--- config.mk ---
export PLATFORM = sky130hd
export DESIGN_NAME = mem_responder
export DESIGN_NICKNAME = d
export VERILOG_FILES = /design/src/rtl/mem_responder.sv
export SDC_FILE = /design/constraint.sdc
export NUM_CORES = 2
export LEC_CHECK = 0
export ABC_CLOCK_PERIOD_IN_PS = 4700
export CORE_ASPECT_RATIO = 0.6
export CORE_MARGIN = 2
export CORE_UTILIZATION = 30
export DETAILED_ROUTE_END_ITERATION = 16
export DONT_BUFFER_PORTS = 1
export GPL_TIMING_DRIVEN = 1
export PLACE_DENSITY = 0.42
export SLEW_MARGIN = 20
export SYNTH_ARGS = -nofsm -noshare
export SYNTH_HDL_FRONTEND = slang
export SYNTH_SLANG_ARGS = --single-unit
--- constraint.sdc ---
create_clock -name clk -period 4.7 [get_ports clk]
set_clock_uncertainty 0.1 [all_clocks]
set_input_delay 0.94 -clock clk [delete_from_list [all_inputs] [get_ports clk]]
set_output_delay 0.94 -clock clk [all_outputs]
set_load 0.05 [all_outputs]
--- src/rtl/mem_responder.sv ---
// mem_responder: word-addressed 16-bit memory that answers processor reads
// after a fixed latency and commits single-cycle writes.
module mem_responder #(
  parameter int DEPTH        = 256,
  parameter int READ_LATENCY = 2
) (
  input  logic        clk,
  input  logic        rst,
  input  logic        mem_we,
  input  logic [15:0] mem_write_addr,
  input  logic [15:0] mem_write_data,
  input  logic [15:0] mem_read_addr,
  output logic [15:0] mem_read_data,
  output logic        mem_read_valid,
  output logic        oob_error
);

  localparam int          AW      = $clog2(DEPTH);
  localparam int          CW      = (READ_LATENCY > 1) ? $clog2(READ_LATENCY) : 1;
  localparam logic [16:0] DEPTH_W = 17'(DEPTH);
  localparam logic [CW-1:0] CNT_LOAD = CW'(READ_LATENCY - 1);

  typedef enum logic [1:0] {
    IDLE    = 2'd0,
    PENDING = 2'd1,
    VALID   = 2'd2
  } state_t;

  logic [15:0]   storage [DEPTH];

  state_t        state_q, state_d;
  logic [15:0]   cap_addr_q, cap_addr_d;
  logic [CW-1:0] cnt_q, cnt_d;
  logic [15:0]   rd_data_q, rd_data_d;
  logic          valid_q, valid_d;
  logic          oob_q, oob_d;

  logic          wr_in_range;
  logic          wr_en;
  logic          cap_in_range;
  logic [15:0]   cap_word;
  logic          addr_changed;

  // Range checks use the full 16-bit address; only in-range addresses index storage.
  always_comb begin
    wr_in_range  = ({1'b0, mem_write_addr} < DEPTH_W);
    wr_en        = rst && mem_we && wr_in_range;
    cap_in_range = ({1'b0, cap_addr_q} < DEPTH_W);
    cap_word     = cap_in_range ? storage[cap_addr_q[AW-1:0]] : 16'h0000;
    addr_changed = (mem_read_addr != cap_addr_q);
  end

  // Storage is never cleared by reset; the read above sees the pre-write word.
  always_ff @(posedge clk) begin
    if (wr_en) begin
      storage[mem_write_addr[AW-1:0]] <= mem_write_data;
    end
  end

  // Read FSM next-state: an address change always restarts the latency count.
  always_comb begin
    state_d    = state_q;
    cap_addr_d = cap_addr_q;
    cnt_d      = cnt_q;
    rd_data_d  = rd_data_q;
    valid_d    = valid_q;
    oob_d      = mem_we && !wr_in_range;
    case (state_q)
      IDLE: begin
        cap_addr_d = mem_read_addr;
        cnt_d      = CNT_LOAD;
        valid_d    = 1'b0;
        state_d    = PENDING;
      end
      default: begin
        if (addr_changed) begin
          cap_addr_d = mem_read_addr;
          cnt_d      = CNT_LOAD;
          valid_d    = 1'b0;
          state_d    = PENDING;
        end else if (state_q == PENDING) begin
          if (cnt_q != '0) begin
            cnt_d = cnt_q - CW'(1);
          end else begin
            rd_data_d = cap_word;
            valid_d   = 1'b1;
            state_d   = VALID;
            if (!cap_in_range) begin
              oob_d = 1'b1;
            end
          end
        end else begin
          rd_data_d = cap_word;
          valid_d   = 1'b1;
        end
      end
    endcase
  end

  // State and output registers with synchronous active-low reset.
  always_ff @(posedge clk) begin
    if (!rst) begin
      state_q    <= IDLE;
      cap_addr_q <= '0;
      cnt_q      <= '0;
      rd_data_q  <= '0;
      valid_q    <= 1'b0;
      oob_q      <= 1'b0;
    end else begin
      state_q    <= state_d;
      cap_addr_q <= cap_addr_d;
      cnt_q      <= cnt_d;
      rd_data_q  <= rd_data_d;
      valid_q    <= valid_d;
      oob_q      <= oob_d;
    end
  end

  assign mem_read_data  = rd_data_q;
  assign mem_read_valid = valid_q;
  assign oob_error      = oob_q;

endmodule

Word level (Yosys, flattened, before mapping)

Memory sizes are Yosys's and may differ from the RTL's. A register that Yosys moved wholly into a read port is not among the register bits.
Cells that the tools add are included.

Memories kept: 1
Bits in read-only memories: 0
Bits in writable memories: 4096
Bits in registers: 37
Bits in latches: 0
Input bits: 51
Logic and storage cells: 54
Output and inout bits: 18

Memory list:

| memory  | depth | bits a word | read ports | clocked after memory_dff | write ports | line | text |
|---|---|---|---|---|---|---|---|
| storage | 256   | 16          | 1          | 1                        | 1           | 29   | `logic [15:0] storage [DEPTH];` |

Divide/modulo/power cells: 0
Shift-type cells: 0
Reduce and logical (&&, ||, !) cells: 11
Muxes and demuxes: 24
Magnitude comparators: 2
Eq/ne operators: 4
$add $sub $neg: 1
Multiply operators: 0
Bitwise operators: 4

Operators with widths:

| operator            | count |
|---|---|
| $mux 16             | 5 |
| $lt 16x9->1 const B | 2 |
| $mux 1              | 17 |
| $mux 8              | 2 |
| $ne 16x16->1        | 1 |
| $not 1->1           | 4 |
| $reduce_and 2->1    | 2 |
| $logic_and 1x1->1   | 3 |
| $ne 3x1->1 const B  | 1 |
| $reduce_and 3->1    | 1 |
| $reduce_bool 3->1   | 1 |
| $reduce_or 3->1     | 1 |
| $eq 2x1->1 const B  | 1 |
| $logic_not 2->1     | 1 |
| $ne 2x2->1 const B  | 1 |
| $reduce_bool 2->1   | 1 |
| $logic_not 1->1     | 1 |
| $sub 1x1->1 const B | 1 |

Depth between registers and ports, before layout

Word-level depth: 8
Mapped depth: 13
Gate-level depth less buffers: 7

Least setup slack after synthesis

OpenSTA, ideal clock, no wires.

Path kind: input to register
Start: in mem_write_addr[15]
End: mem storage[54][0], enable pin
Arrival: 2.937 ns
Data required time: 4.212 ns
Path slack: 1.275 ns
Cell stages on the path: 6
Path buffers: 1
Setup time: 0.388 ns
Path through: nor4_1 > nand2_1 > nor4_1 > nand3_1 > clkbuf_1 > nor2_1

Cells in the longest elaborated chain, start to end: 4

Ends and longest elaborated chain:

| element                      | line | text |
|---|---|---|
| from (decl)                  | 10   | `input logic [15:0] mem_write_addr,` |
| $lt 16x9->1                  | 46   | `wr_in_range = ({1'b0, mem_write_addr} < DEPTH_W);` |
| $logic_and 1x1->1            | 47   | `wr_en = rst && mem_we && wr_in_range;` |
| $mux 1                       | 55   | `if (wr_en) begin` |
| $mux 1 (implied by the code) | 56   | `storage[mem_write_addr[AW-1:0]] <= mem_write_data;` |
| to (decl)                    | 29   |  |

No other way between the ends.

==> flow_summary.ini <==
[critical_path]
worstPathCellList = buf_12 -> mux4_2 -> and2_0 -> a2111oi_0 -> buf_4 -> a311oi_2 -> o21ai_0 -> o21ai_0 -> buf_4 -> a22o_1
cp_slowest_stage_delay_ps = 910
cp.arrival_ps = 5410
endpoint_kind = register
crit_path_max_delay_cell_type = sky130_fd_sc_hd__a311oi_2
setup.worst_path.class = register to register
worst_setup_path_start_kind = register
critical_path_buf_inv_count = 3
kind_of_cell_with_the_highest_combined_delay_on_the_critical_path = compound AO/OA/AOI/OAI gates
cp_max_fo = 42
crit_required_ps = 5520

[drt]
routed_wirelength_um = 560000
route.vias.total = 80800
drt_drc_violations_left = 0
detailedRoute.firstIterationViolations = 12700
routed_via_density = 5.30
firstDrtPassIters = 5
final_antenna_net_count = 0
drt-wirelength-per-cell_um = 36.7

[place]
post-dp-hpwl_um = 343000
gp_routability_congestion = 0.822
placedInstanceArea_mm2 = 0.172
port-buffer-count = 0
dp.cells = 14400
dpl_worst_slack_ps = -144

[floorplan]
placeableCoreArea_mm2 = 0.529
initial_core_utilization_pct = 30.1
row_count = 207
pin_count = 69
fp.dieW_um = 944
dieHeight_um = 568
dieArea_mm2 = 0.536

[yosys]
ys_async_sr_fraction_pct = 0
synth-main-ff-cell = sky130_fd_sc_hd__edfxtp_1
synth_top_cells_by_area = sky130_fd_sc_hd__edfxtp_1, sky130_fd_sc_hd__mux4_2, sky130_fd_sc_hd__mux2i_1
syn_inst = 7070
yosys_register_bits = 4141
synthXorXnorAreaFrac_pct = 0.0881
synth_top_family_by_area = multiplexers
average_instance_area_after_synthesis_um2 = 22.5
syn_area_mm2 = 0.159
synth_fa_ha_area_share_pct = 0
post-synth-top-area-fraction_pct = 77.3
synthesized_nets = 7121
synth-seq-area-share_pct = 77.9
synth_mux_area_share_pct = 16.4
synth_top_area_cell = sky130_fd_sc_hd__edfxtp_1
yosysUniqueCellTypes = 65
area_fraction_in_compound_gates_after_synthesis_pct = 2.09
yosys_warnings = 0
synth-edff-count = 4096
synth_simple_gate_area_share_pct = 2.05

[grt]
grt_pass1_wl_um = 738000
grtUsageTotal_pct = 20.3
antenna_found_initial = 93
first_global_vias = 78100
overflow_left_after_global_routing = 0
grt_start_max_net_pins = 257

[clock_network]
worst_skew_pair.late_latency_ps = 980
cts_inserted_buffers = 393
cts.repair_timing.setup_buffer_count = 0
clk_pin_slew_worst_paths_ps = 70
clock_sink_count = 4141
tritoncts = yes
cts-root-buf = sky130_fd_sc_hd__clkbuf_16
max-clock-path-buffers = 4
ctsHtreeMaxLevel = 5

[sta]
worst-slew-pin-transition_ps = 1620
final.min_clock_period_ps = 4590
fmax_ghz = 0.218
fin_hold_viols = 0
final_critical_path_setup_slack_ps = 111
max-slew-margin-rel_pct = -8.22
setup_repair_after_global_routing_missed_its_margin = no
timing.final.crit_share_pct = 97.6
finalSetupViolCount = 0
report.final.slew_viol_count = 205

[power]
p_int_mw = 60.4
reported_net_switching_power_mw = 17.2
vdd_ir_drop_max_mv = 0.315
clk_network_pwr_share_pct = 42.3
combPwrFrac_pct = 5.3
power_switching_share_pct = 22.1
pwr_density_cell_mw_per_mm2 = 417
totalPowerFinal_mw = 77.6
seq_power_share_pct = 52.4
reported_leakage_power_nw = 56.5

[finish]
finalInstanceArea_mm2 = 0.186
filler_cell_count_in_the_final_layout = 48700
drive_above_1_share_pct = 31.7
final_net_count = 7805
sequential_cell_area_mm2 = 0.124
area.growth.synth_to_final_pct = 16.8
most_frequent_cells_in_the_layout = sky130_fd_sc_hd__edfxtp_1, sky130_fd_sc_hd__mux4_2, sky130_fd_sc_hd__buf_4, sky130_fd_sc_hd__clkbuf_16, sky130_fd_sc_hd__mux2i_1
final_cell_count_no_fill = 15200
multi_input_area_mm2 = 0.0336
layout.cells.most_common = sky130_fd_sc_hd__edfxtp_1

[outcome]
failing_checks = slew limit
run_status = finished with violations

[worst_hold_path]
worst_hold_path_type = input port to register

[run]
cap_viol_max_count = 0
state kept, by name, summed over array words and instances (netlist names), named ones only:
register,count
state_q,2
mem_read_data,16
cap_addr_q,16
storage,4096
cnt_q,1
oob_error,1
mem_read_valid,1
synth_stat cells (44+ instances only):
cell                       count
sky130_fd_sc_hd__nand2_1     200
sky130_fd_sc_hd__nor2_1      320
sky130_fd_sc_hd__a21oi_1      81
sky130_fd_sc_hd__buf_2       132
sky130_fd_sc_hd__o22ai_1      51
sky130_fd_sc_hd__dfxtp_1      45
sky130_fd_sc_hd__edfxtp_1   4096
sky130_fd_sc_hd__buf_4        67
sky130_fd_sc_hd__mux4_2     1051
sky130_fd_sc_hd__o21ai_0      53
sky130_fd_sc_hd__nand3_1      47
sky130_fd_sc_hd__a22oi_1      92
sky130_fd_sc_hd__buf_6        44
sky130_fd_sc_hd__clkbuf_1    124
sky130_fd_sc_hd__mux2i_1     230
worst paths after layout:
path | start | to | slack (ps) | depth (start not counted)
setup / recovery | register | mem_read_data[6] | 110 | 10
hold / removal | mem_write_data[1] | storage[187][1] | 120 | 0
hold reg to reg | state_q[0] | mem_read_valid | 450 | 2
setup reg to reg | register | mem_read_data[6] | 110 | 10
repair_timing:
item | in CTS | in global routing
gates resized for setup | 0 | 0
setup endpoints to repair | 0 | 0
endpoints found under the hold margin | 128 | 14
hold buffers | 26 | 4
logic make-up (layout without fill, tap and decap cells):
group | count (synthesis) | in the layout
other cells | 0 | 47
xor+xnor | 16 | 16
flops | 4141 | 4141
simple gates | 738 | 738
buf+inv | 404 | 1410
compound gates | 474 | 474
mux | 1297 | 1297
stage by stage:
stage               TNS, ps  utilization, %  hold slack [ps]
floorplan                 0               -              402
global placement      -2860            32.5              426
detailed placement     -144            32.5              437
CTS                       0            35.0             4.18
global route              0            35.1             17.0
finish                    0            35.1              122
power by group through the flow:
stage | combinational (mW) | clock [mW] | sequential (mW)
6_report | 4.08 | 32.8 | 40.6
4_1_cts | 3.71 | 33.5 | 40.6
2_1_floorplan | 1.89 | 0 | 41.4
3_3_place_gp | 3.64 | 0 | 41.4
3_5_place_dp | 3.64 | 0 | 41.4
5_1_grt | 4.23 | 35.0 | 40.6
metal layers:
| metal | part of all wire (%) | wire length (µm) | GRT usage [%] |
|---|---|---|---|
| met5 | 0.074 | 416 | 0.464 |
| met4 | 1.8 | 9810 | 3.62 |
| met3 | 11 | 62700 | 6.78 |
| met2 | 40 | 225000 | 27.1 |
| met1 | 47 | 262000 | 32.0 |
cell type report:
class | count | share of cell area, %
sequential | 4141 | 66.7
antenna | 47 | 0.0633
tap | 7106 | 4.78
inverter | 9 | 0.0256
multi-input combinational | 2525 | 18.1
timing repair buffer | 684 | 3.40
clock buffer | 479 | 5.67
clock inverter | 238 | 1.33
Power figures use the tool's default switching activity.
